<file path="src/rtl/morse_recognize_char.sv">
// Morse symbol recognizer: decodes a received dit/dah pattern into a character code,
// combinationally and registered. Define MORSE_PUNCT_EN to also recognize '/', '=' and '+'.
module morse_recognize_char #(
    parameter int unsigned CHAR_W        = 6,
    parameter int unsigned MAX_MORSE_LEN = 5,
    parameter int unsigned MORSE_LEN_W   = 3
) (
    input  logic                     clk,
    input  logic                     rst,
    input  logic [MORSE_LEN_W-1:0]   len,
    input  logic [MAX_MORSE_LEN-1:0] dits_dahs,
    output logic [CHAR_W-1:0]        char,
    output logic [CHAR_W-1:0]        char_q,
    output logic                     unknown_q
);

    localparam int unsigned TBL_W   = 5;
    localparam int unsigned COPY_W  = (MAX_MORSE_LEN < TBL_W) ? MAX_MORSE_LEN : TBL_W;

    localparam logic [CHAR_W-1:0] CHAR_CODE_SPACE   = CHAR_W'(36);
    localparam logic [CHAR_W-1:0] CHAR_CODE_UNKNOWN = CHAR_W'(63);

    logic [TBL_W-1:0]  pat;
    logic [CHAR_W-1:0] char_d;
    logic              unknown_d;

    // Keep only the elements actually received; later bits are don't-care.
    always_comb begin
        pat = '0;
        for (int unsigned i = 0; i < COPY_W; i++) begin
            if (i < 32'(len)) pat[i] = dits_dahs[i];
        end
    end

    // Table lookup: element 0 is the LSB of each literal, 1 = dah.
    always_comb begin
        char = CHAR_CODE_UNKNOWN;
        if (32'(len) <= MAX_MORSE_LEN) begin
            case (32'(len))
                0: char = CHAR_CODE_SPACE;
                1: char = pat[0] ? CHAR_W'(29) : CHAR_W'(14);
                2: begin
                    case (pat[1:0])
                        2'b10:   char = CHAR_W'(10); // A
                        2'b00:   char = CHAR_W'(18); // I
                        2'b11:   char = CHAR_W'(22); // M
                        default: char = CHAR_W'(23); // N
                    endcase
                end
                3: begin
                    case (pat[2:0])
                        3'b001:  char = CHAR_W'(13); // D
                        3'b011:  char = CHAR_W'(16); // G
                        3'b101:  char = CHAR_W'(20); // K
                        3'b111:  char = CHAR_W'(24); // O
                        3'b010:  char = CHAR_W'(27); // R
                        3'b000:  char = CHAR_W'(28); // S
                        3'b100:  char = CHAR_W'(30); // U
                        default: char = CHAR_W'(32); // W
                    endcase
                end
                4: begin
                    case (pat[3:0])
                        4'b0001: char = CHAR_W'(11); // B
                        4'b0101: char = CHAR_W'(12); // C
                        4'b0100: char = CHAR_W'(15); // F
                        4'b0000: char = CHAR_W'(17); // H
                        4'b1110: char = CHAR_W'(19); // J
                        4'b0010: char = CHAR_W'(21); // L
                        4'b0110: char = CHAR_W'(25); // P
                        4'b1011: char = CHAR_W'(26); // Q
                        4'b1000: char = CHAR_W'(31); // V
                        4'b1001: char = CHAR_W'(33); // X
                        4'b1101: char = CHAR_W'(34); // Y
                        4'b0011: char = CHAR_W'(35); // Z
                        default: char = CHAR_CODE_UNKNOWN;
                    endcase
                end
                5: begin
                    case (pat)
                        5'b11111: char = CHAR_W'(0);
                        5'b11110: char = CHAR_W'(1);
                        5'b11100: char = CHAR_W'(2);
                        5'b11000: char = CHAR_W'(3);
                        5'b10000: char = CHAR_W'(4);
                        5'b00000: char = CHAR_W'(5);
                        5'b00001: char = CHAR_W'(6);
                        5'b00011: char = CHAR_W'(7);
                        5'b00111: char = CHAR_W'(8);
                        5'b01111: char = CHAR_W'(9);
`ifdef MORSE_PUNCT_EN
                        5'b01001: char = CHAR_W'(37); // '/'
                        5'b10001: char = CHAR_W'(38); // '='
                        5'b01010: char = CHAR_W'(39); // '+'
`endif
                        default:  char = CHAR_CODE_UNKNOWN;
                    endcase
                end
                default: char = CHAR_CODE_UNKNOWN;
            endcase
        end
    end

    assign char_d    = char;
    assign unknown_d = (char == CHAR_CODE_UNKNOWN);

    always_ff @(posedge clk or posedge rst) begin
        if (rst) begin
            char_q    <= CHAR_CODE_SPACE;
            unknown_q <= 1'b0;
        end else begin
            char_q    <= char_d;
            unknown_q <= unknown_d;
        end
    end

endmodule

</file>
<file path="config.mk">
export PLATFORM = sky130hd
export DESIGN_NAME = morse_recognize_char
export DESIGN_NICKNAME = d
export VERILOG_FILES = /design/src/rtl/morse_recognize_char.sv
export SDC_FILE = /design/constraint.sdc
export NUM_CORES = 1
export LEC_CHECK = 0
export BUFFER_PORTS_ARGS = -buffer_cell sky130_fd_sc_hd__buf_2
export CORE_AREA = 2 2 69 51
export CTS_CLUSTER_DIAMETER = 40
export DETAILED_ROUTE_END_ITERATION = 6
export DIE_AREA = 0 0 71 53
export SLEW_MARGIN = 10
export SYNTH_ARGS = -nofsm -noshare
export SYNTH_HDL_FRONTEND = slang
export SYNTH_SLANG_ARGS = --single-unit
</file>
<file path="constraint.sdc">
create_clock -name clk -period 4.07 [get_ports clk]
set_input_delay 0.814 -clock clk [delete_from_list [all_inputs] [get_ports clk]]
set_output_delay 0.814 -clock clk [all_outputs]
set_load 0.05 [all_outputs]
</file>
==> summary.txt, run 1 <==
area delta synth->final: 21.8%
total overflow reported by the global router: 0
Syn. warnings: 0
Async SR Flop Fraction: 100%
Max stage delay cell, worst path: sky130_fd_sc_hd__or4_4
Leak: 0.575 nW
Crit path max-delay family: simple AND/OR/NAND/NOR gates
Initial DRC Count: 140
cts hold-fix bufs: 0
run status: finished, final reports clean
clock-pin transition on the worst setup and hold timing paths: 40 ps
Total GRT Usage: 18.2%
synthesized area per cell: 7.41 um2
crit path kind: in2out
total of buffers placed on input and output ports: 22
most frequent standard cell in the layout excluding fill and tap cells: sky130_fd_sc_hd__buf_2
DP Worst Slack: 134 ps
MaxCap Viol Count: 0
clock tree from TritonCTS: yes
sw frac: 44.0%
gpl congestion: 0.865
Detail Route Antenna Nets: 0
largest buffer count on any clock path: 2
share of cells above drive strength 1: 28.0%
CTS root buf: sky130_fd_sc_hd__clkbuf_8
overall routed net length: 3370 um
Final Cycle Share: 97.0%
setup violators final: 0
number of levels the H-tree was split into: 1
fin. max-slew vios: 0
die width: 71 um
actual transition at the worst max-transition pin: 507 ps
Placement Rows: 17
DRC viols: 0
biggest fanout along the worst timing path: 6
Peak supply drop: 0.000125 V
FF+latch count, synth: 7
required time of the critical path: 3260 ps
half-perimeter wire length after detailed placement: 2520 um
count of cells resized by post-cts repair: 0
ports placed on the boundary: 23
effective utilization at floorplan: 33.6%
pin count of the biggest net entering global routing: 21
Critical Path End Type: output port
Slew headroom: 65.7%
wire length of the first global-routing pass: 5300 um
final critical delay including setup and external delays: 3950 ps
endpoint arrival time on the critical path: 3130 ps
type of the tightest min-delay check: in2async
final hold violations: 0
most common flop cell mapped by yosys: sky130_fd_sc_hd__dfrtp_1
number of distinct library cells after synthesis: 45
core box area: 3080 um2
worst path buffer plus inverter count: 3
number of antenna violations at the first check in global routing: 0
total net switching power: 0.156 mW
unrepaired setup endpoints after global routing: no
gate count after technology mapping: 140
clock power share: 27.5%
type of origin of the critical path: input pin
highest achievable clock rate: 253 MHz
Setup Buffers After CTS: 0
Setup Total Neg Slack: 0 ps
beginning of the critical path: len[1]
Most common cell on crit path: sky130_fd_sc_hd__buf_2
detail-routed via count per cell: 5.83
number of flops mapped to enable cells by yosys: 0
number of antenna diodes: 0
First-pass DRT Iterations: 4
Total Nets Final: 183
netlist area before placement: 1040 um2
vias in the first global route: 1039
critical-path cell list: buf_2 > o31ai_4 > buf_4 > ha_1 > or3b_1 > o21ai_2 > a31o_2 > a31oi_1 > or4_4 > buf_2
Clock Sinks: 7
combinational power share: 50.0%
proportion of power drawn by flip-flops and latches: 22.6%
overall power after layout: 0.355 mW
Internal Dissipation: 0.199 mW
overall die height: 53 um
pwr/cell area: 281 nW/um2
TritonCTS Buffers: 3
final worst setup slack: 123 ps
wire per inst: 16.7 um
max incr delay on CP: 510 ps
syn_nets: 158
Fill cells: 323
vias after detailed routing: 1177
area of the die: 3760 um2
leading cell types in the layout, fill and taps excluded: sky130_fd_sc_hd__buf_2, sky130_fd_sc_hd__a21oi_1, sky130_fd_sc_hd__nand2_1
sequential share of the synthesized area: 17.1%
==> cells in the mapped netlist, types with 2 or more instances <==
library cell	n	area [um2]
sky130_fd_sc_hd__buf_2	6	30.0
sky130_fd_sc_hd__nand3_1	3	15.0
sky130_fd_sc_hd__dfrtp_1	5	125
sky130_fd_sc_hd__a21oi_1	15	75.1
sky130_fd_sc_hd__dfstp_2	2	52.6
sky130_fd_sc_hd__nor3_1	6	30.0
sky130_fd_sc_hd__o21ai_0	12	60.1
sky130_fd_sc_hd__or4_1	2	15.0
sky130_fd_sc_hd__inv_1	7	26.3
sky130_fd_sc_hd__a21o_1	2	15.0
sky130_fd_sc_hd__ha_1	8	100
sky130_fd_sc_hd__o211ai_1	3	22.5
sky130_fd_sc_hd__o31ai_1	3	22.5
sky130_fd_sc_hd__and2_1	2	12.5
sky130_fd_sc_hd__nor2_1	10	37.5
sky130_fd_sc_hd__mux2i_1	4	40.0
sky130_fd_sc_hd__nand2_1	13	48.8
sky130_fd_sc_hd__o22ai_1	2	12.5
sky130_fd_sc_hd__buf_4	2	15.0
sky130_fd_sc_hd__buf_6	2	22.5
sky130_fd_sc_hd__nand2b_1	4	25.0
sky130_fd_sc_hd__nor2b_1	4	25.0
==> logic make-up (layout without fill, tap and decap cells) <==
family,after synthesis,count (layout),synth area share (%)
AOI/OAI and AO/OA,51,51,33.2
muxes,4,4,3.86
and+or+nand+nor,52,52,26.8
buffers and inverters,18,42,9.41
adders and majority gates,8,8,9.65
DFF,7,7,17.1
==> power groups by stage <==
stage	logic (mW)	clock network, mW	registers [mW]
after floorplan	0.107	0	0.108
after global routing	0.189	0.104	0.0811
final	0.177	0.0975	0.0802
after global placement	0.174	0	0.0805
after CTS	0.176	0.0972	0.0801
after detailed placement	0.175	0	0.0809
==> state kept, by name, summed over array words and instances, names as in the netlist <==
register and cells:
char_q 6, unknown_q 1
==> routing by layer <==
metal	GRT usage (%)	vias to the layer above	wire length [um]
met5	0	-	0
met4	2.83	0	37
met3	4.38	4	330
met2	29.1	64	1490
met1	25.3	546	1500
li1	-	563	-
==> stage by stage <==
stage / hold slack, ps / utilization [%] / area (um2) / std cells
after global placement: 735 / 39.5 / 1220 / 198
after CTS: 517 / 41.0 / 1260 / 202
after detailed placement: 752 / 39.5 / 1220 / 198
after global routing: 522 / 41.0 / 1260 / 202
after floorplan: 616 / - / 1060 / 140
final: 507 / 41.0 / 1260 / 202
==> worst paths after layout <==
kind / to / slack (ps) / cells past startpoint
max in group asynchronous: char_q[2]$_DFF_PP1_ / 3290 / 2
worst max-delay path: char[3] / 120 / 10
worst min-delay path: char_q[4]$_DFF_PP0_ / 510 / 2
min in group clk: char_q[0]$_DFF_PP0_ / 1160 / 4
==> cell type report <==
class | count | area [um2] | area share [%]
flip-flops and latches | 7 | 178 | 14.1
clock buffers | 4 | 45.0 | 3.56
repair buffers | 31 | 178 | 14.1
well taps | 38 | 47.5 | 3.76
inverters | 7 | 26.3 | 2.08
multi-input cells | 115 | 790 | 62.5
No activity file was read; power rests on OpenSTA's default activity.
==> run 2: changes to the inputs <==
MAX_ROUTING_LAYER = met4   (was not set)
==> run 2 against run 1 <==
- routed wire length fell by 1.5%
- global-route usage rose by 0.53 points
- fmax fell by 0.30%
- critical path depth did not move
==> summary.txt, run 2 (same netlist as run 1, synthesis figures left out) <==
overall routed net length: 3310 um (was 3370 um)
wire length of the first global-routing pass: 5300 um (unchanged)
actual transition at the worst max-transition pin: 517 ps (was 507 ps)
worst hold slack after final layout: 506 ps (was 507 ps)
type of the tightest min-delay check: in2async (unchanged)
required time of the critical path: 3260 ps (about the same)
flip-flop count of the largest register after layout: 6 (unchanged)
share of cells above drive strength 1: 28.0% (unchanged)
fin. max-slew vios: 0 (unchanged)
Initial DRC Count: 151 (was 140)
critical-path cell list: buf_2 > o31ai_4 > buf_4 > ha_1 > or3b_1 > o21ai_2 > a31o_2 > a31oi_1 > or4_4 > buf_2 (unchanged)
global-route met3 utilization: 4.38% (unchanged)
pwr/cell area: 281 nW/um2 (about the same)
count of cells resized by post-cts repair: 0 (unchanged)
DP Worst Slack: 134 ps (unchanged)
Largest Register: char_q (unchanged)
half-perimeter wire length after detailed placement: 2520 um (unchanged)
setup violators final: 0 (unchanged)
Critical Path End Type: output port (unchanged)
Setup Buffers After CTS: 0 (unchanged)
area of the die: 3760 um2 (unchanged)
unrepaired setup endpoints after global routing: no (unchanged)
gr busiest metal: met2 (unchanged)
Placement Rows: 17 (unchanged)
number of antenna diodes: 0 (unchanged)
gpl congestion: 0.879 (was 0.865)
final worst setup slack: 111 ps (was 123 ps)
ports placed on the boundary: 23 (unchanged)
detail-routed via count per cell: 5.83 (unchanged)
die width: 71 um (unchanged)
Slew headroom: 65.0% (was 65.7%)
run status: finished, final reports clean (unchanged)
Clock Sinks: 7 (unchanged)
met2 Use GR: 29.4% (was 29.1%)
overall die height: 53 um (unchanged)
Peak supply drop: 0.000125 V (about the same)
MaxCap Viol Count: 0 (unchanged)
total of buffers placed on input and output ports: 22 (unchanged)
number of levels the H-tree was split into: 1 (unchanged)
effective utilization at floorplan: 33.6% (unchanged)
wire per inst: 16.4 um (was 16.7 um)
Max stage delay cell, worst path: sky130_fd_sc_hd__or4_4 (unchanged)
clock tree from TritonCTS: yes (unchanged)
most frequent standard cell in the layout excluding fill and tap cells: sky130_fd_sc_hd__buf_2 (unchanged)
crit path kind: in2out (unchanged)
type of origin of the critical path: input pin (unchanged)
CTS root buf: sky130_fd_sc_hd__clkbuf_8 (unchanged)
total overflow reported by the global router: 0 (unchanged)
leading cell types in the layout, fill and taps excluded: sky130_fd_sc_hd__buf_2, sky130_fd_sc_hd__a21oi_1, sky130_fd_sc_hd__nand2_1 (unchanged)
clock-pin transition on the worst setup and hold timing paths: 40 ps (about the same)
Fill cells: 323 (unchanged)
Total Nets Final: 183 (unchanged)
largest registers: char_q: 6 flops, unknown_q: 1 flops (unchanged)
final hold violations: 0 (unchanged)
Detail Route Antenna Nets: 0 (unchanged)
vias after detailed routing: 1177 (unchanged)
Final Cycle Share: 97.3% (was 97.0%)
First-pass DRT Iterations: 4 (unchanged)
DRC viols: 0 (unchanged)
Total GRT Usage: 18.7% (was 18.2%)
highest achievable clock rate: 253 MHz (about the same)
core box area: 3080 um2 (unchanged)
largest buffer count on any clock path: 2 (unchanged)
Setup Total Neg Slack: 0 ps (unchanged)
area delta synth->final: 21.8% (unchanged)
biggest fanout along the worst timing path: 6 (unchanged)
Most common cell on crit path: sky130_fd_sc_hd__buf_2 (unchanged)
Leak: 0.575 nW (unchanged)
TritonCTS Buffers: 3 (unchanged)
max incr delay on CP: 510 ps (about the same)
met1 Track Usage GR: 25.2% (was 25.3%)
number of antenna violations at the first check in global routing: 0 (unchanged)
pin count of the biggest net entering global routing: 21 (unchanged)
cts hold-fix bufs: 0 (unchanged)
endpoint arrival time on the critical path: 3140 ps (was 3130 ps)
final critical delay including setup and external delays: 3960 ps (was 3950 ps)
vias in the first global route: 1040 (was 1039)
run 2: power by group:
part	total [mW]	leakage (nW)	internal, mW	switching [mW]
Sequential	0.0802	0.0812	0.0784	0.00177
Clock	0.0973	0.0228	0.0677	0.0295
Combinational	0.177	0.471	0.0528	0.125
run 2: area by class of cell:
| class | count | area (um2) | area share (%) |
|---|---|---|---|
| multi-input combinational | 115 | 790 | 62.5 |
| inverter | 7 | 26.3 | 2.08 |
| timing repair buffer | 31 | 178 | 14.1 |
| sequential | 7 | 178 | 14.1 |
| tap | 38 | 47.5 | 3.76 |
| clock buffer | 4 | 45.0 | 3.56 |
run 2: layer usage:
metal | up-vias | share of wire, % | wire, um
li1 | 561 | - | -
met1 | 552 | 46 | 1510
met2 | 60 | 44 | 1470
met3 | 4 | 9.4 | 313
met4 | 0 | 0.69 | 23
met5 | - | 0 | 0
run 2: worst max-delay path by stage:
stage	start	to	slack (ps)	depth (start not counted)
floorplan	len[0]	char[0]	10	10
global placement	len[1]	char[3]	160	10
detailed placement	len[1]	char[3]	130	10
CTS	len[1]	char[3]	130	10
global route	len[1]	char[3]	20	10
finish	len[1]	char[3]	110	10
run 2: stage by stage:
stage / util [%] / cell area, um2 / instances / power (mW)
3_5_place_dp: 39.5 / 1220 / 198 / 0.256
5_1_grt: 41.0 / 1260 / 202 / 0.375
3_3_place_gp: 39.5 / 1220 / 198 / 0.254
6_report: 41.0 / 1260 / 202 / 0.355
4_1_cts: 41.0 / 1260 / 202 / 0.353
2_1_floorplan: - / 1060 / 140 / 0.215
run 2: worst max-delay path, delay by kind of cell:
family,cells,cell delay (ps)
AOI/OAI and AO/OA,4,600
adders and majority gates,1,260
buffers and inverters,3,540
and+or+nand+nor,2,920
